--- src/rtl/pipe_stage_buf.sv ---
// pipe_stage_buf
//   Inter-stage pipeline buffer. Carries an opaque payload between two stages
//   with a valid/allow_in handshake, a synchronous flush (branch cancel) and
//   DEPTH-entry storage. DEPTH=1 behaves as a plain stage register whose
//   allow_in passes through combinationally from downstream. DEPTH>=2 is a
//   skid FIFO whose allow_in depends only on registered occupancy.
//
//   dn_data is always entry[rd_ptr], whether or not dn_valid is set. There is
//   no bypass path: a push at edge N is first visible on dn_data after edge N.

module pipe_stage_buf #(
  parameter int                DATA_W  = 160,
  parameter int                DEPTH   = 1,
  parameter logic [DATA_W-1:0] RST_VAL = '0
) (
  input  logic                       clk,
  input  logic                       resetn,
  // upstream side
  input  logic                       up_valid,
  input  logic [DATA_W-1:0]          up_data,
  output logic                       up_allow_in,
  // branch cancel
  input  logic                       flush,
  // owning stage
  input  logic                       stage_ready_go,
  // downstream side
  output logic                       dn_valid,
  output logic [DATA_W-1:0]          dn_data,
  input  logic                       dn_allow_in,
  // occupancy
  output logic [$clog2(DEPTH+1)-1:0] count
);

  localparam int CNT_W = $clog2(DEPTH + 1);
  // A one-entry buffer still needs a 1-bit pointer so the port and index
  // declarations stay legal; the pointer simply never leaves 0.
  localparam int PTR_W = (DEPTH > 1) ? $clog2(DEPTH) : 1;

  localparam logic [PTR_W-1:0] PTR_LAST = PTR_W'(DEPTH - 1);
  localparam logic [CNT_W-1:0] CNT_FULL = CNT_W'(DEPTH);

  // Reject illegal depths at elaboration rather than build a broken buffer.
  generate
    if (DEPTH < 1 || DEPTH > 4) begin : g_bad_depth
      $error("pipe_stage_buf: DEPTH must be in the range 1..4");
    end
  endgenerate

  // ---------------------------------------------------------------------------
  // State
  // ---------------------------------------------------------------------------
  logic [DATA_W-1:0] entry_q [DEPTH];
  logic [PTR_W-1:0]  rd_ptr_q, rd_ptr_d;
  logic [PTR_W-1:0]  wr_ptr_q, wr_ptr_d;
  logic [CNT_W-1:0]  count_q,  count_d;

  logic not_empty;
  logic push;
  logic pop;

  // Pointers wrap at DEPTH-1 explicitly, so a non-power-of-two DEPTH such as 3
  // never walks onto an entry that does not exist.
  function automatic logic [PTR_W-1:0] ptr_inc(input logic [PTR_W-1:0] p);
    return (p == PTR_LAST) ? '0 : p + PTR_W'(1);
  endfunction

  // ---------------------------------------------------------------------------
  // Handshake
  // ---------------------------------------------------------------------------
  assign not_empty = (count_q != '0);

  // The owning stage can hold its head entry by lowering stage_ready_go.
  assign dn_valid  = not_empty & stage_ready_go;
  assign pop       = dn_valid & dn_allow_in;

  // A cancelled instruction must never enter the buffer.
  assign push      = up_valid & up_allow_in & ~flush;

  generate
    if (DEPTH == 1) begin : g_stage_reg
      // Single register: accept when empty, or when the held entry leaves in
      // this same cycle so the new one can replace it.
      assign up_allow_in = ~not_empty | (stage_ready_go & dn_allow_in);
    end else begin : g_skid
      // Skid FIFO: allow_in comes only from registered occupancy, which breaks
      // the combinational path from dn_allow_in back to the upstream stage.
      assign up_allow_in = (count_q < CNT_FULL);
    end
  endgenerate

  assign dn_data = entry_q[rd_ptr_q];
  assign count   = count_q;

  // ---------------------------------------------------------------------------
  // Next-state logic
  // ---------------------------------------------------------------------------
  // Pointer and occupancy update; flush wins over both push and pop.
  always_comb begin
    // NOTE: every variable assigned here gets a default first, so no path
    // through the block leaves a value unassigned and no latch is inferred.
    rd_ptr_d = rd_ptr_q;
    wr_ptr_d = wr_ptr_q;
    count_d  = count_q;

    if (flush) begin
      rd_ptr_d = '0;
      wr_ptr_d = '0;
      count_d  = '0;
    end else begin
      if (push) begin
        wr_ptr_d = ptr_inc(wr_ptr_q);
      end
      if (pop) begin
        rd_ptr_d = ptr_inc(rd_ptr_q);
      end
      // Simultaneous push and pop cancel, leaving the occupancy unchanged.
      count_d = count_q + CNT_W'(push) - CNT_W'(pop);
    end
  end

  // ---------------------------------------------------------------------------
  // Registers
  // ---------------------------------------------------------------------------
  // Control state: pointers and occupancy.
  always_ff @(posedge clk or negedge resetn) begin
    // NOTE: sequential state is written with non-blocking assignments so every
    // register samples its inputs from before the edge, regardless of order.
    if (!resetn) begin
      rd_ptr_q <= '0;
      wr_ptr_q <= '0;
      count_q  <= '0;
    end else begin
      rd_ptr_q <= rd_ptr_d;
      wr_ptr_q <= wr_ptr_d;
      count_q  <= count_d;
    end
  end

  // Payload storage; flush leaves contents alone, only a push overwrites.
  always_ff @(posedge clk or negedge resetn) begin
    // NOTE: the entries are reset on purpose: dn_data is visible while empty,
    // so after reset it must read RST_VAL (e.g. the boot pc) and not X. This
    // keeps the storage in flops rather than a RAM macro, which is fine at
    // DEPTH <= 4.
    if (!resetn) begin
      for (int i = 0; i < DEPTH; i++) begin
        entry_q[i] <= RST_VAL;
      end
    end else if (push) begin
      entry_q[wr_ptr_q] <= up_data;
    end
  end

  // ---------------------------------------------------------------------------
  // Invariants
  // ---------------------------------------------------------------------------
  // Occupancy never exceeds the number of entries.
  a_count_in_range : assert property (
    @(posedge clk) disable iff (!resetn) count_q <= CNT_FULL
  );

  // A push into a full buffer is only legal when the head leaves in the same
  // cycle (one-entry register replacement).
  a_no_overflow : assert property (
    @(posedge clk) disable iff (!resetn) push |-> ((count_q < CNT_FULL) || pop)
  );

endmodule

--- config.mk ---
export PLATFORM = sky130hd
export DESIGN_NAME = pipe_stage_buf
export DESIGN_NICKNAME = d
export VERILOG_FILES = /design/src/rtl/pipe_stage_buf.sv
export SDC_FILE = /design/constraint.sdc
export NUM_CORES = 1
export LEC_CHECK = 0
export ABC_CLOCK_PERIOD_IN_PS = 2500
export CORE_AREA = 2 2 127 129
export CTS_CLUSTER_DIAMETER = 30
export DETAILED_ROUTE_END_ITERATION = 7
export DIE_AREA = 0 0 129 131
export PLACE_DENSITY_LB_ADDON = 0.25
export SLEW_MARGIN = 20
export SYNTH_ARGS = -nofsm -noshare
export SYNTH_HDL_FRONTEND = slang
export SYNTH_SLANG_ARGS = --single-unit
--- constraint.sdc ---
create_clock -name clk -period 2.5 [get_ports clk]
set_clock_uncertainty 0.05 [all_clocks]
set_input_delay 0.625 -clock clk [delete_from_list [all_inputs] [get_ports clk]]
set_output_delay 0.625 -clock clk [all_outputs]
set_load 0.05 [all_outputs]
# Word-level counts from Yosys, hierarchy flattened
# Index checks and enable logic that the tools add are counted.
[word_totals] reg_bits=163 input_bits=166 wordCells=32
[op_classes] addsub=4 magnitude_cmp=3 n_mux=10 n_bitwise=8 n_reduce_logical=3
[op_table] operator="160-bit 2-to-1 mux" count=2
[op_table] operator="160-bit bitwise mux" count=1
[op_table] operator="1-bit 2-to-1 mux" count=7
[op_table] operator="1-bit bitwise AND" count=5
[op_table] operator="2-bit nonzero test" count=2
[op_table] operator="1-bit adder (second input constant)" count=2
[op_table] operator="1-bit < comparator (second input constant)" count=2
[op_table] operator="1-bit inverter" count=2
[op_table] operator="1-bit adder" count=1
[op_table] operator="1-bit >= comparator (second input constant)" count=1
[op_table] operator="1-bit logical AND" count=1
[op_table] operator="1-bit OR" count=1
[op_table] operator="1-bit subtractor" count=1

# Logic depth before layout (Yosys ltp)
# Gate-level depths: netlist of run 1.
[depth] ltp_word=7 depth_mapped=5 ltp_nobuf=3

# Worst setup path before layout of run 1
# No wires, ideal clock.
[synth_path] kind="flip-flop to flip-flop" start="register count_q (netlist: count)" end="register entry_q[100] in the netlist's numbering" arrival_time_ns=1.767 required_time_ns=2.323 path_slack_ns=0.555 path_stages_with_launch=6 path_buffers=2 synth_period_minus_slack_ns=1.945 path_cell_list="dfrtp_1 > a21boi_1 > nor3b_2 > buf_4 > buf_6 > mux2_1"
[synth_between] elab_chain_cells=4
[synth_rtl] item="start: declaration" line="55" rtl="logic [CNT_W-1:0] count_q, count_d;"
[synth_rtl] item="start signal: assignment" line="135" rtl="count_q <= count_d;"
[synth_rtl] item="1-bit inverter" line="83" rtl="assign up_allow_in = ~not_empty | (stage_ready_go & dn_allow_in);"
[synth_rtl] item="1-bit OR" line="83"
[synth_rtl] item="1-bit bitwise AND (2 in series)" line="77" rtl="assign push = up_valid & up_allow_in & ~flush;"
[synth_rtl] item="end signal: indexed assignment" line="150" rtl="entry_q[wr_ptr_q] <= up_data;"
[synth_rtl] item="end: declaration" line="52" rtl="logic [DATA_W-1:0] entry_q [DEPTH];"
# Every way passes these cells.
# A chain may end at the register's enable or synchronous reset.

# Worst setup path after layout of run 1
[layout_path] start="input port stage_ready_go" end="output port up_allow_in"
[layout_between] elab_chain_cells=2
[layout_rtl] item="start: declaration" line="25" rtl="input logic stage_ready_go,"
[layout_rtl] item="1-bit bitwise AND" line="83"
[layout_rtl] item="1-bit OR" line="83"
[layout_rtl] item="end: declaration" line="21" rtl="output logic up_allow_in,"
# Every way passes these cells.

==> flow_summary_export.csv, run 1 <==
group,metric,value,unit
hold_path,hp-class,"primary input to async pin",
cts,hold_buffers,0,
pwr,power.share.clock,0.273,
timing,setup_viol,0,
die,coreArea,15600,um2
synthesis,synth_edf_count,0,
final_layout,area_growth,69.9,%
global_routing,grt_max_degree,46,
cts,clk_pin_slew,60,ps
synthesis,avgSynthCellArea,17.5,um2
synthesis,yosysSeqAreaShare,0.669,
synthesis,synth.area.top_cells,"dfrtp_1 67%, mux2_1 19%, mux2_2 11%, buf_6 1.9%, buf_2 0.50%",
die,die_width,129,um
route,drc,0,
timing,min_period_over_period,0.953,
synthesis,synth.top_cells.by_count,"161 x dfrtp_1, 100 x mux2_1, 60 x mux2_2, 10 x buf_6, 6 x buf_2",
synthesis,syn_area,6020,um2
pwr,p_int,6060,uW
timing,maxSlewHeadroom,0.602,
timing,timing_max_transition_violations_final,0,
placement,hpwl,12.6,mm
pwr,cellLeakagePower,0.00421,uW
pwr,power,9550,uW
global_routing,met2_usage,0.329,
cts,cts_setup_buffers,0,
global_routing,busiest_layer,"met2",
die,core.rowCount,46,
pwr,p_sw,3490,uW
placement,gp_congestion,0.777,
global_routing,use_met1,0.210,
die,start_util,0.386,
pwr,p_seq_frac,0.348,
synthesis,synth.distinct_cells,11,
timing,hold_viol_final,0,
pwr,p_sw_frac,0.365,
final_layout,nNetsFinal,854,
critical_path,required,1820,ps
flow_run,max-cap-violations,0,
synthesis,synth_top_area_cell,"dfrtp_1",
cts,cts_resized,0,
outcome,status,"finished clean",
cts,cts_tree,"built",
die,die_area,16900,um2
timing,min_period,2380,ps
die,die_h,131,um
synthesis,syn_nets,510,
die,io_pins,329,
final_layout,antenna_cells,0,
global_routing,grt_pass1_wl,24.7,mm
global_routing,antenna_found_initial,0,
critical_path,reg2regPathDepth,5,
global_routing,grt.total_usage,0.195,
global_routing,grt-ovfl-total,0,
global_routing,grt_pass1_vias,4633,
synthesis,synth_cells,344,
route,drt-initial-drc-count,132,
route,ant_nets,0,
cts,htreeDepth,4,
critical_path,worstPathCellList,"clkdlybuf4s50_1, a21boi_1, inv_1, buf_4",
synthesis,synth-seq-cells,161,
route,via_per_inst,4.58,
cts,cts_sinks,161,
route,vias,4191,
cts,clk_latency,410,ps
synthesis,synthArstFlopShare,1.00,
synthesis,synth_top_area_share,0.669,
timing,tightest_slew,595,ps
critical_path,worst-path-max-fanout,3,
route,firstDrtPassIters,4,
synthesis,yosysMostFrequentCell,"dfrtp_1",
critical_path,crit_arrival,1710,ps
placement,port_buffers,328,
pwr,combPwrFrac,0.379,
route,wirelength,16.4,mm
route,routedWlPerCell,17.9,um
synthesis,synthFlopType,"dfrtp_1",
cts,clockBufferDepth,2,
cts,numCtsBuffers,17,
pwr,pwr_density_cell,934,nW/um2
critical_path,criticalPathCategory,"primary input to primary output",
critical_path,slowest_delay,420,ps
critical_path,start_kind,"primary input",
pwr,ir_worst_vdd,0.458,mV
final_layout,utilization,0.656,
timing,fmax,420,MHz
placement,dp.cells,885,
critical_path,endpoint_kind,"primary output",
final_layout,final_cells,916,
critical_path,crit_slowest_cell,"clkdlybuf4s50_1",
global_routing,grtUsageMet3,0.0892,
final_layout,drive_above_1_share,0.151,
synthesis,ys_warn_count,0,
timing,rsz0062_at_grt,"false",
cts,cts_root_buf,"clkbuf_16",
flip-flops by register name (all words and copies together), names as in the netlist:
register / cells
count: 1
entry_q: 160
cell families after synthesis:
family / Yosys count / share of synthesized area
muxes: 160 / 0.299
AOI/OAI and AO/OA: 1 / 0.00125
buffers and inverters: 18 / 0.0256
DFF: 161 / 0.669
and+or+nand+nor: 4 / 0.00437
cell type report:
| cell class | count | area [um2] |
|---|---|---|
| Inverter | 1 | 3.75 |
| Clock buffer | 22 | 464 |
| Multi-Input combinational cell | 165 | 1840 |
| Tap cell | 216 | 270 |
| Clock inverter | 9 | 131 |
| Timing Repair Buffer | 342 | 3480 |
| Sequential cell | 161 | 4030 |
| Fill cell | 1146 | 5370 |
worst max-delay path, delay by kind of cell:
| family | cells | cell delay [ps] |
|---|---|---|
| buffers and inverters | 3 | 740 |
| AOI/OAI and AO/OA | 1 | 340 |
power by group through the flow:
stage / combinational (uW) / clock (uW) / sequential [uW]
after detailed placement: 3640 / 0 / 3370
after floorplan: 457 / 0 / 5050
after global placement: 3600 / 0 / 3340
after global routing: 3760 / 2790 / 3390
after CTS: 3650 / 2680 / 3330
final: 3610 / 2610 / 3330
final timing paths:
path,from,end,slack (ps)
max in group asynchronous,resetn,entry_q[41],1630
hold / removal,resetn,entry_q[154],80
setup reg to reg,count,entry_q[121],650
min in group clk,entry_q[64],entry_q[64],430
setup / recovery,stage_ready_go,up_allow_in,120
hold reg to reg,entry_q[64],entry_q[64],430
stage by stage:
| stage | hold slack, ps | setup TNS (ps) | cell area [um2] | setup WS (ps) |
|---|---|---|---|---|
| 3_3_place_gp | 417 | 0 | 9630 | 65.4 |
| 5_1_grt | 93.0 | 0 | 10200 | 57.3 |
| 3_5_place_dp | 424 | -3.53 | 9630 | -3.53 |
| 4_1_cts | 82.6 | 0 | 10200 | 95.4 |
| 6_report | 79.8 | 0 | 10200 | 117 |
| 2_1_floorplan | 279 | 0 | 6020 | 555 |
metal layers:
metal  vias to the layer above  routed length [um]  share of wire
li1                       1902                   -              -
met5                         -                   0              0
met3                        32                1820           0.11
met1                      2040                5960           0.36
met2                       217                8180           0.50
met4                         0                 419          0.026
placed cells by master (no fill, tap or decap), drive strengths merged:
cell	count
and2	1
clkinvlp	3
bufinv	3
clkdlybuf4s50	325
clkinv	2
clkbuf	22
dfrtp	161
buf	17
inv	2
nor2	2
mux2	160
nor3b	1
a21boi	1
No activity file was read; power rests on OpenSTA's default activity.
==> run 2, diff against run 1 <==
CORE_AREA = 3 3 128 130   (was 2 2 127 129)
DIE_AREA = 0 0 131 133   (was 0 0 129 131)
==> run 2 against run 1 <==
Hold slack improved by 42 ps; cell count down 0.22%; maximum frequency is 1.9% higher; clock power increased by 2%; global-route usage up 0.61 points; routed wire length up 5.6%; combinational power rose by 1%; worst setup slack improved by 45 ps; power up 0.77%; critical endpoint unchanged; sequential power is essentially flat; via count is 0.12% higher; critical path type unchanged; die area is 3.1% higher.
==> flow_summary_export.csv, run 2 (same netlist as run 1, synthesis figures left out) <==
group,metric,value,unit
outcome,status,"finished clean",
route,via_per_inst,4.59,
route,firstDrtPassIters,4,
critical_path,required,1820,ps
global_routing,grt_pass1_wl,26.4,mm
timing,hold_viol_final,0,
timing,fmax,428,MHz
die,die_width,131,um
die,core.rowCount,45,
pwr,cellLeakagePower,0.00424,uW
cts,clockBufferDepth,2,
cts,clk_pin_slew,60,ps
final_layout,layout_commonest_cell,"clkdlybuf4s50_1",
pwr,p_seq_frac,0.346,
route,drc,0,
cts,cts_root_buf,"clkbuf_16",
placement,hpwl,13.6,mm
route,drt-initial-drc-count,111,
final_layout,regMostFlops,"entry_q",
critical_path,worstPathCellList,"clkdlybuf4s50_1, a21boi_1, inv_1, buf_4",
final_layout,final_cell_mix,"325 x clkdlybuf4s50_1, 161 x dfrtp_1, 100 x mux2_1",
flow_run,max-cap-violations,0,
final_layout,nNetsFinal,857,
cts,cts_tree,"built",
die,die_h,133,um
cts,cts_resized,0,
critical_path,worst-path-max-fanout,3,
critical_path,crit_slowest_cell,"clkdlybuf4s50_1",
global_routing,antenna_found_initial,0,
route,routedWlPerCell,18.9,um
route,vias,4196,
critical_path,start_kind,"primary input",
pwr,p_sw,3530,uW
global_routing,grt.total_usage,0.201,
timing,timing_max_transition_violations_final,0,
final_layout,area_growth,71.0,%
hold_path,hp-class,"primary input to async pin",
die,coreArea,15300,um2
route,ant_nets,0,
timing,tightest_slew,596,ps
placement,gp_congestion,0.785,
critical_path,endpoint_kind,"primary output",
global_routing,grt-ovfl-total,0,
cts,clk_latency,420,ps
cts,hold_buffers,0,
timing,min_period,2340,ps
cts,cts_setup_buffers,0,
timing,fin_tns_setup,0,ps
critical_path,criticalPathCategory,"primary input to primary output",
placement,port_buffers,328,
route,wirelength,17.3,mm
global_routing,grt_max_degree,57,
timing,min_period_over_period,0.935,
placement,dp.cells,883,
global_routing,grt_pass1_vias,4721,
final_layout,largest_reg_flops,160,
pwr,combPwrFrac,0.379,
pwr,p_int,6090,uW
final_layout,antenna_cells,0,
critical_path,slowest_delay,420,ps
critical_path,crit_arrival,1660,ps
pwr,power.share.clock,0.275,
die,start_util,0.394,
timing,rsz0062_at_grt,"false",
cts,cts_sinks,161,
pwr,pwr_density_cell,935,nW/um2
pwr,ir_worst_vdd,0.440,mV
final_layout,drive_above_1_share,0.156,
pwr,p_sw_frac,0.367,
die,die_area,17400,um2
timing,maxSlewHeadroom,0.602,
final_layout,final_cells,914,
die,io_pins,329,
timing,setup_viol,0,
cts,htreeDepth,4,
cts,numCtsBuffers,17,
[run 2: cell types whose count changed in the layout (fill, tap and decap cells not counted)]
cell and delta:
clkinv_4 +1, clkbuf_1 -1, inv_6 -1, buf_12 +3
clkbuf_8 +1
[run 2: final cells by class]
cell class / instances / area [um2]
clock buffers: 22 / 474
clock inverters: 9 / 131
fillers: 1073 / 4970
inverters: 1 / 3.75
multi-input cells: 165 / 1840
flip-flops and latches: 161 / 4030
well taps: 211 / 264
repair buffers: 345 / 3540
[run 2: critical path, delay by kind of cell]
family / cells / cell delay, ps
buf+inv: 3 / 710
compound gates: 1 / 320
[run 2: worst paths after layout]
path	from	endpoint	slack, ps	depth (start not counted)
hold reg to reg	entry_q[38]	entry_q[38]	430	1
hold / removal	resetn	entry_q[55]	120	1
setup / recovery	stage_ready_go	up_allow_in	160	4
max in group asynchronous	resetn	entry_q[112]	1630	2
min in group clk	entry_q[38]	entry_q[38]	430	1
setup reg to reg	count	entry_q[106]	720	5
[run 2: layer usage]
metal / up-vias / track usage / wire, um
met1: 2065 / 0.220 / 6350
met5: - / 0 / 0
met4: 0 / 0.0554 / 169
li1: 1907 / - / -
met2: 214 / 0.343 / 8850
met3: 10 / 0.0985 / 1910
[run 2: power groups by stage]
stage / Sequential, uW / Combinational (uW) / Clock, uW
after CTS: 3330 / 3690 / 2710
after global routing: 3390 / 3790 / 2830
after detailed placement: 3370 / 3680 / 0
final: 3320 / 3650 / 2650
after floorplan: 5050 / 457 / 0
after global placement: 3340 / 3630 / 0
[run 2: through the flow]
step | setup slack [ps] | instance area (um2) | hold slack, ps | util | power (uW)
floorplan | 555 | 6020 | 279 | - | 5510
global placement | 105 | 9680 | 416 | 0.635 | 6970
detailed placement | 48.0 | 9680 | 424 | 0.635 | 7050
CTS | 146 | 10300 | 142 | 0.674 | 9730
global route | 77.9 | 10300 | 150 | 0.674 | 10000
finish | 162 | 10300 | 122 | 0.674 | 9620
==> run 3, diff against run 2 <==
ABC_CLOCK_PERIOD_IN_PS = 3000   (was 2500)
MAX_ROUTING_LAYER = met4   (was not set)
RECOVER_POWER = 100   (was not set)
clock period = 3 ns   (was 2.5 ns; I/O delays follow)
==> run 3 against run 2 <==
The run now ends with max-capacitance violations, max-slew violations left; clock power decreased by 16%; cell count down 1.3%; power fell by 19%; highest routed layer unchanged.
==> flow_summary_export.csv, run 3 (same netlist as run 1, synthesis figures left out) <==
group,metric,value,unit
route,firstDrtPassIters,4,
timing,rsz0062_at_grt,"false",
placement,dp.cells,873,
critical_path,endpoint_kind,"primary output",
cts,cts_tree,"built",
global_routing,grt.total_usage,0.195,
cts,numCtsBuffers,17,
final_layout,utilization,0.663,
die,core.rowCount,45,
die,die_width,131,um
critical_path,reg2regPathDepth,5,
pwr,ir_worst_vdd,0.376,mV
outcome,status,"finished, violations left",
cts,clk_pin_slew,50,ps
pwr,p_sw_frac,0.364,
cts,cts_sinks,161,
final_layout,final_cell_mix,"163 x clkdlybuf4s50_1, 162 x dlygate4sd3_1, 161 x dfrtp_1",
timing,tightest_slew,2010,ps
final_layout,nNetsFinal,847,
critical_path,worst-path-max-fanout,3,
timing,maxSlewHeadroom,-0.343,
final_layout,layout_commonest_cell,"clkdlybuf4s50_1",
cts,htreeDepth,4,
pwr,p_int,4980,uW
cts,clockBufferDepth,2,
route,drt-initial-drc-count,140,
pwr,power,7830,uW
cts,cts_resized,0,
route,ant_nets,0,
hold_path,hp-class,"register to register",
critical_path,crit_slowest_cell,"dlygate4sd3_1",
timing,fin_tns_setup,0,ps
placement,hpwl,12.9,mm
cts,cts_root_buf,"clkbuf_16",
pwr,p_seq_frac,0.351,
timing,fmax,371,MHz
critical_path,worstPathCellList,"dlygate4sd3_1, a21boi_1, inv_1, clkbuf_2",
global_routing,grt_max_degree,85,
pwr,p_sw,2850,uW
cts,clk_latency,420,ps
critical_path,required,2200,ps
cts,hold_buffers,0,
route,vias,4185,
final_layout,area_growth,68.0,%
final_layout,n_fill_cell,1096,
critical_path,slowest_delay,550,ps
outcome,violations,"max-capacitance violations, max-slew violations",
timing,timing_max_transition_violations_final,163,
flow_run,max-cap-violations,2,
global_routing,grt_pass1_wl,25.0,mm
final_layout,final_cells,902,
pwr,cellLeakagePower,0.00423,uW
route,wirelength,16.5,mm
timing,min_period,2690,ps
timing,setup_viol,0,
placement,port_buffers,328,
timing,hold_viol_final,0,
die,io_pins,329,
critical_path,start_kind,"primary input",
final_layout,regMostFlops,"entry_q",
route,via_per_inst,4.64,
pwr,pwr_density_cell,775,nW/um2
cts,cts_setup_buffers,0,
route,routedWlPerCell,18.3,um
hold_path,min_path_cells,1,
pwr,power.share.clock,0.285,
timing,min_period_over_period,0.898,
die,start_util,0.394,
final_layout,drive_above_1_share,0.137,
critical_path,crit_arrival,1890,ps
global_routing,grt-ovfl-total,0,
die,coreArea,15300,um2
route,drc,0,
pwr,combPwrFrac,0.364,
final_layout,antenna_cells,0,
critical_path,criticalPathCategory,"primary input to primary output",
global_routing,antenna_found_initial,0,
global_routing,grt_pass1_vias,4659,
die,die_area,17400,um2
final_layout,largest_reg_flops,160,
die,die_h,133,um
final_layout,multiInputGateArea,1830,um2
placement,gp_congestion,0.770,
timing,holdWs,426,ps
final_layout,seqCellArea,4030,um2
==> run 3: cell count changes in the layout (fill, tap and decap cells not counted), sizes merged <==
cell           before  now
dlygate4sd3         0  162
bufinv              3    4
clkbuf             22   28
clkdlybuf4s50     325  163
clkinvlp            3    0
buf                20    5
clkinv              3    2
==> run 3: cell type report <==
class / count / area share
Clock buffer: 23 / 0.0473
Clock inverter: 6 / 0.0129
Inverter: 1 / 0.000371
Multi-Input combinational cell: 165 / 0.181
Sequential cell: 161 / 0.398
Tap cell: 211 / 0.0261
Timing Repair Buffer: 335 / 0.334
==> run 3: power by group through the flow <==
stage	Sequential (uW)	Combinational (uW)	Clock, uW
detailed placement	2810	3030	0
floorplan	4210	380	0
global route	2800	2970	2370
CTS	2770	3040	2280
global placement	2780	3000	0
finish	2750	2850	2230
==> run 3: routing by layer <==
layer	vias to the layer above	routed length, um	global-route usage
li1	1879	-	-
met1	2053	5870	0.205
met2	224	8300	0.324
met3	29	2000	0.0872
met4	0	355	0.0674
met5	-	0	-
==> run 3: worst max-delay path, delay by kind of cell <==
family | cells | cell delay [ps]
AO/OA/AOI/OAI | 1 | 260
buffers and inverters | 3 | 870
==> run 3: stage by stage <==
step | setup slack, ps | area (um2)
CTS | 363 | 10200
finish | 305 | 10100
global route | 196 | 10100
detailed placement | 283 | 9560
global placement | 375 | 9560
floorplan | 971 | 6020
==> run 3: worst paths after layout <==
check	start	slack (ps)	end
worst max-delay path	stage_ready_go	310	up_allow_in
worst min-delay path	entry_q[58]	430	entry_q[58]
worst max register to register	count	760	entry_q[90]
worst min register to register	entry_q[58]	430	entry_q[58]
max in group asynchronous	resetn	680	entry_q[1]
min in group asynchronous	resetn	980	entry_q[125]
==> RTL change 1: new RTL, flow settings as in run 2 <==
Set the parameter `DATA_W` to 320 (it was 160).
--- a/src/rtl/pipe_stage_buf.sv
+++ b/src/rtl/pipe_stage_buf.sv
@@ -9,7 +9,7 @@
 //   no bypass path: a push at edge N is first visible on dn_data after edge N.
 
 module pipe_stage_buf #(
-  parameter int                DATA_W  = 160,
+  parameter int                DATA_W  = 320,
   parameter int                DEPTH   = 1,
   parameter logic [DATA_W-1:0] RST_VAL = '0
 ) (
Interface: changed (resized dn_data and up_data); port bits go from 329 to 649. No check against the original RTL was run, so the function may have changed too.
==> RTL change 1 against run 2 <==
- the flow now stops in I/O pin placement (3_2_place_iop)
- synthesized area increased by 98%
==> RTL change 1: results (changes against run 2) <==
synth:
  synth_area_leaders: "dfrtp_1, mux2_2, mux2_1, buf_4, buf_2"  # was dfrtp_1, mux2_1, mux2_2, buf_6, buf_2
  synth_edf_count: 0  # unchanged
  synth_nets: 1008  # was 510
  seq_area_frac_synth_pct: 67.37  # was 66.94%
  ys_ff_latch: 321  # was 161
  synthFlopType: "dfrtp_1"  # unchanged
  synth_cell_type_count: 10  # was 11
  syn_inst: 682  # was 344
  postSynth.asyncResetShare_pct: 100.0  # unchanged
  ys_warn_count: 0  # unchanged
  yosys-top-cells-count: "dfrtp_1, mux2_2, mux2_1"  # was dfrtp_1, mux2_1, mux2_2
status:
  haltStage: "I/O pin placement (3_2_place_iop)"
  status: "aborted with a tool error"  # was finished clean
  error: "[ERROR PPL-0024] Number of IO pins (649) exceeds maximum number of available positions (470). Increase the die perimeter from 528.00um to 882.64um."
floorplanning:
  die_width_um: 131  # unchanged
[RTL change 1: changes by cell type after synthesis]
cell / run 2 / this run
buf_2: 6 / 5
buf_4: 1 / 30
mux2_1: 100 / 32
dfrtp_1: 161 / 321
buf_6: 10 / 0
mux2_2: 60 / 288
[RTL change 1: cell families after synthesis]
logic type / after synthesis / synth area share (%)
DFF: 321 / 67.37
muxes: 320 / 30.22
buffers and inverters: 36 / 2.130
and+or+nand+nor: 4 / 0.2204
AOI/OAI and AO/OA: 1 / 0.06298
==> RTL change 2: new RTL, config.mk and constraints of run 2 <==
Without the edit above. Put one more register stage on the output `count`. The value now appears one clock later. The other outputs are not delayed to match.
--- a/src/rtl/pipe_stage_buf.sv
+++ b/src/rtl/pipe_stage_buf.sv
@@ -89,7 +89,9 @@
   endgenerate
 
   assign dn_data = entry_q[rd_ptr_q];
-  assign count   = count_q;
+  always_ff @(posedge clk) begin
+    count <= count_q;
+  end
 
   // ---------------------------------------------------------------------------
   // Next-state logic
Formal check against the unedited RTL: not equivalent (Yosys sat finds a counterexample within 4 cycles, from zero or initial values and one cycle with resetn low).
==> RTL change 2 against run 2 <==
- routed wire length shrank 1.0%
- synthesized area up 0.33%
- sequential cell count grew 1
- total power shrank 0.95%
- worst setup slack worse by 0.022 ns
- global-route usage shrank 0.45 points
- final cell count up 0.11%
- final area about the same
- critical endpoint unchanged
- largest cell class unchanged
- highest routed layer unchanged
==> RTL change 2: results (changes against run 2) <==
final_layout:
  fin_cells: 915  # was 914
  fillers: 1103  # was 1,073
  nNetsFinal: 857  # unchanged
  diodes: 0  # unchanged
  drive_gt1_share_pct: 15.34  # was 15.65%
  top_regs: "entry_q (160), count (1), count_q (1)"
worst_setup_path:
  cp_max_fo: 3  # unchanged
  crit_path_start: "stage_ready_go"  # unchanged
  slowest_delay_ns: 0.42  # about the same
  crit_slowest_cell: "clkdlybuf4s50_1"  # unchanged
  reg2reg_from: "count_q"  # was count
  critPathTopFamily: "buffers and inverters"  # unchanged
  crit_arrival_ns: 1.68  # was 1.66 ns
synth:
  seq_area_frac_synth_pct: 67.05  # was 66.94%
  postSynth.asyncResetShare_pct: 99.38  # was 100.0%
  synth_nets: 511  # was 510
  synth_area_leaders: "dfrtp_1, mux2_1, mux2_2, buf_6, buf_2"  # unchanged
  yosys-top-cells-count: "dfrtp_1, mux2_1, mux2_2"  # unchanged
  avgSynthCellArea_um2: 17.50  # was 17.49 um2
  synth_cell_type_count: 12  # was 11
  ys_warn_count: 0  # unchanged
  synthFlopType: "dfrtp_1"  # unchanged
status:
  status: "finished clean"  # unchanged
clock_network:
  htreeDepth: 4  # unchanged
  post-cts-setup-buffers: 0  # unchanged
  cts_buffers: 17  # unchanged
  ctsRootBufferMaster: "clkbuf_16"  # unchanged
  clk_pin_slew_ns: 0.06  # about the same
  cts_buffer_depth: 2  # unchanged
  clock_latency_ns: 0.41
  cts_resized: 0  # unchanged
power:
  leakagePower_uw: 0.004237  # was 0.004242 uW
  vdd_drop_max_mv: 0.5854  # was 0.4399 mV
routing:
  wl_per_cell_um: 18.69  # was 18.90 um
  vias: 4233  # was 4,196
  drt_iter0_drc: 112  # was 111
  drt_pass1_iterations: 4  # unchanged
placement:
  gp_congestion: 0.7751  # was 0.7852
  io_buffer_count: 328  # unchanged
  place_inst: 883  # unchanged
  post_dp_cell_area_um2: 9696  # was 9683 um2
  post-dp-hpwl_mm: 13.45  # was 13.60 mm
  place_ws_ns: 0.009339  # was 0.04801 ns
global_route:
  grt_pass1_wl_mm: 26.00  # was 26.41 mm
  grt_use_total_pct: 19.62  # was 20.07%
  antenna_found_initial: 0  # unchanged
  grt_pass1_vias: 4705  # was 4,721
  grt_start_max_net_pins: 60  # was 57
worst_hold_path:
  hold_path.class: "in -> async"  # unchanged
sta:
  worst-slew-pin-transition_ns: 0.5732  # was 0.5956 ns
RTL change 2: kinds of logic (layout without fill, tap and decap cells):
| family | Yosys count | in the layout | share of synthesized area (%) |
|---|---|---|---|
| AO/OA/AOI/OAI | 1 | 1 | 0.1244 |
| flip-flops | 162 | 162 | 67.05 |
| AND/OR/NAND/NOR | 4 | 4 | 0.4352 |
| multiplexers | 160 | 160 | 29.84 |
| buffers and inverters | 18 | 377 | 2.549 |
RTL change 2: final timing paths:
kind | endpoint | slack [ns] | cells past startpoint
worst min-delay path | entry_q[103] | 0.13 | 1
worst max-delay path | up_allow_in | 0.14 | 4
min in group clk | count | 0.35 | 0
worst min register to register | count | 0.35 | 0
max in group asynchronous | entry_q[108] | 1.58 | 2
worst max register to register | entry_q[89] | 0.71 | 5
RTL change 2: per-stage QoR:
step | utilization (%) | hold WS [ns]
floorplan | - | 0.2794
global placement | 63.54 | 0.3421
detailed placement | 63.54 | 0.3324
CTS | 67.37 | 0.1440
global route | 67.37 | 0.1597
finish | 67.37 | 0.1339
RTL change 2: area by class of cell:
type,instances,area share (%)
inverters,1,0.03651
clock buffers,24,4.686
multi-input cells,165,17.92
well taps,211,2.568
repair buffers,344,34.41
clock inverters,8,0.9980
flip-flops and latches,162,39.39
RTL change 2: per-layer routing:
| metal | vias to the layer above | track usage (%) | wire length [um] |
|---|---|---|---|
| li1 | 1905 | - | - |
| met1 | 2082 | 21.37 | 6081 |
| met2 | 218 | 33.97 | 8743 |
| met3 | 28 | 8.034 | 1881 |
| met4 | 0 | 6.971 | 397 |
| met5 | - | 0 | 0 |
RTL change 2: report_power, final:
group	switching, uW	total [uW]	leakage, uW	internal [uW]
combinational	2270	3630	0.00205	1360
sequential	242	3340	0.00190	3100
clock	1000	2550	0.000280	1550
total	3510	9530	0.00424	6020
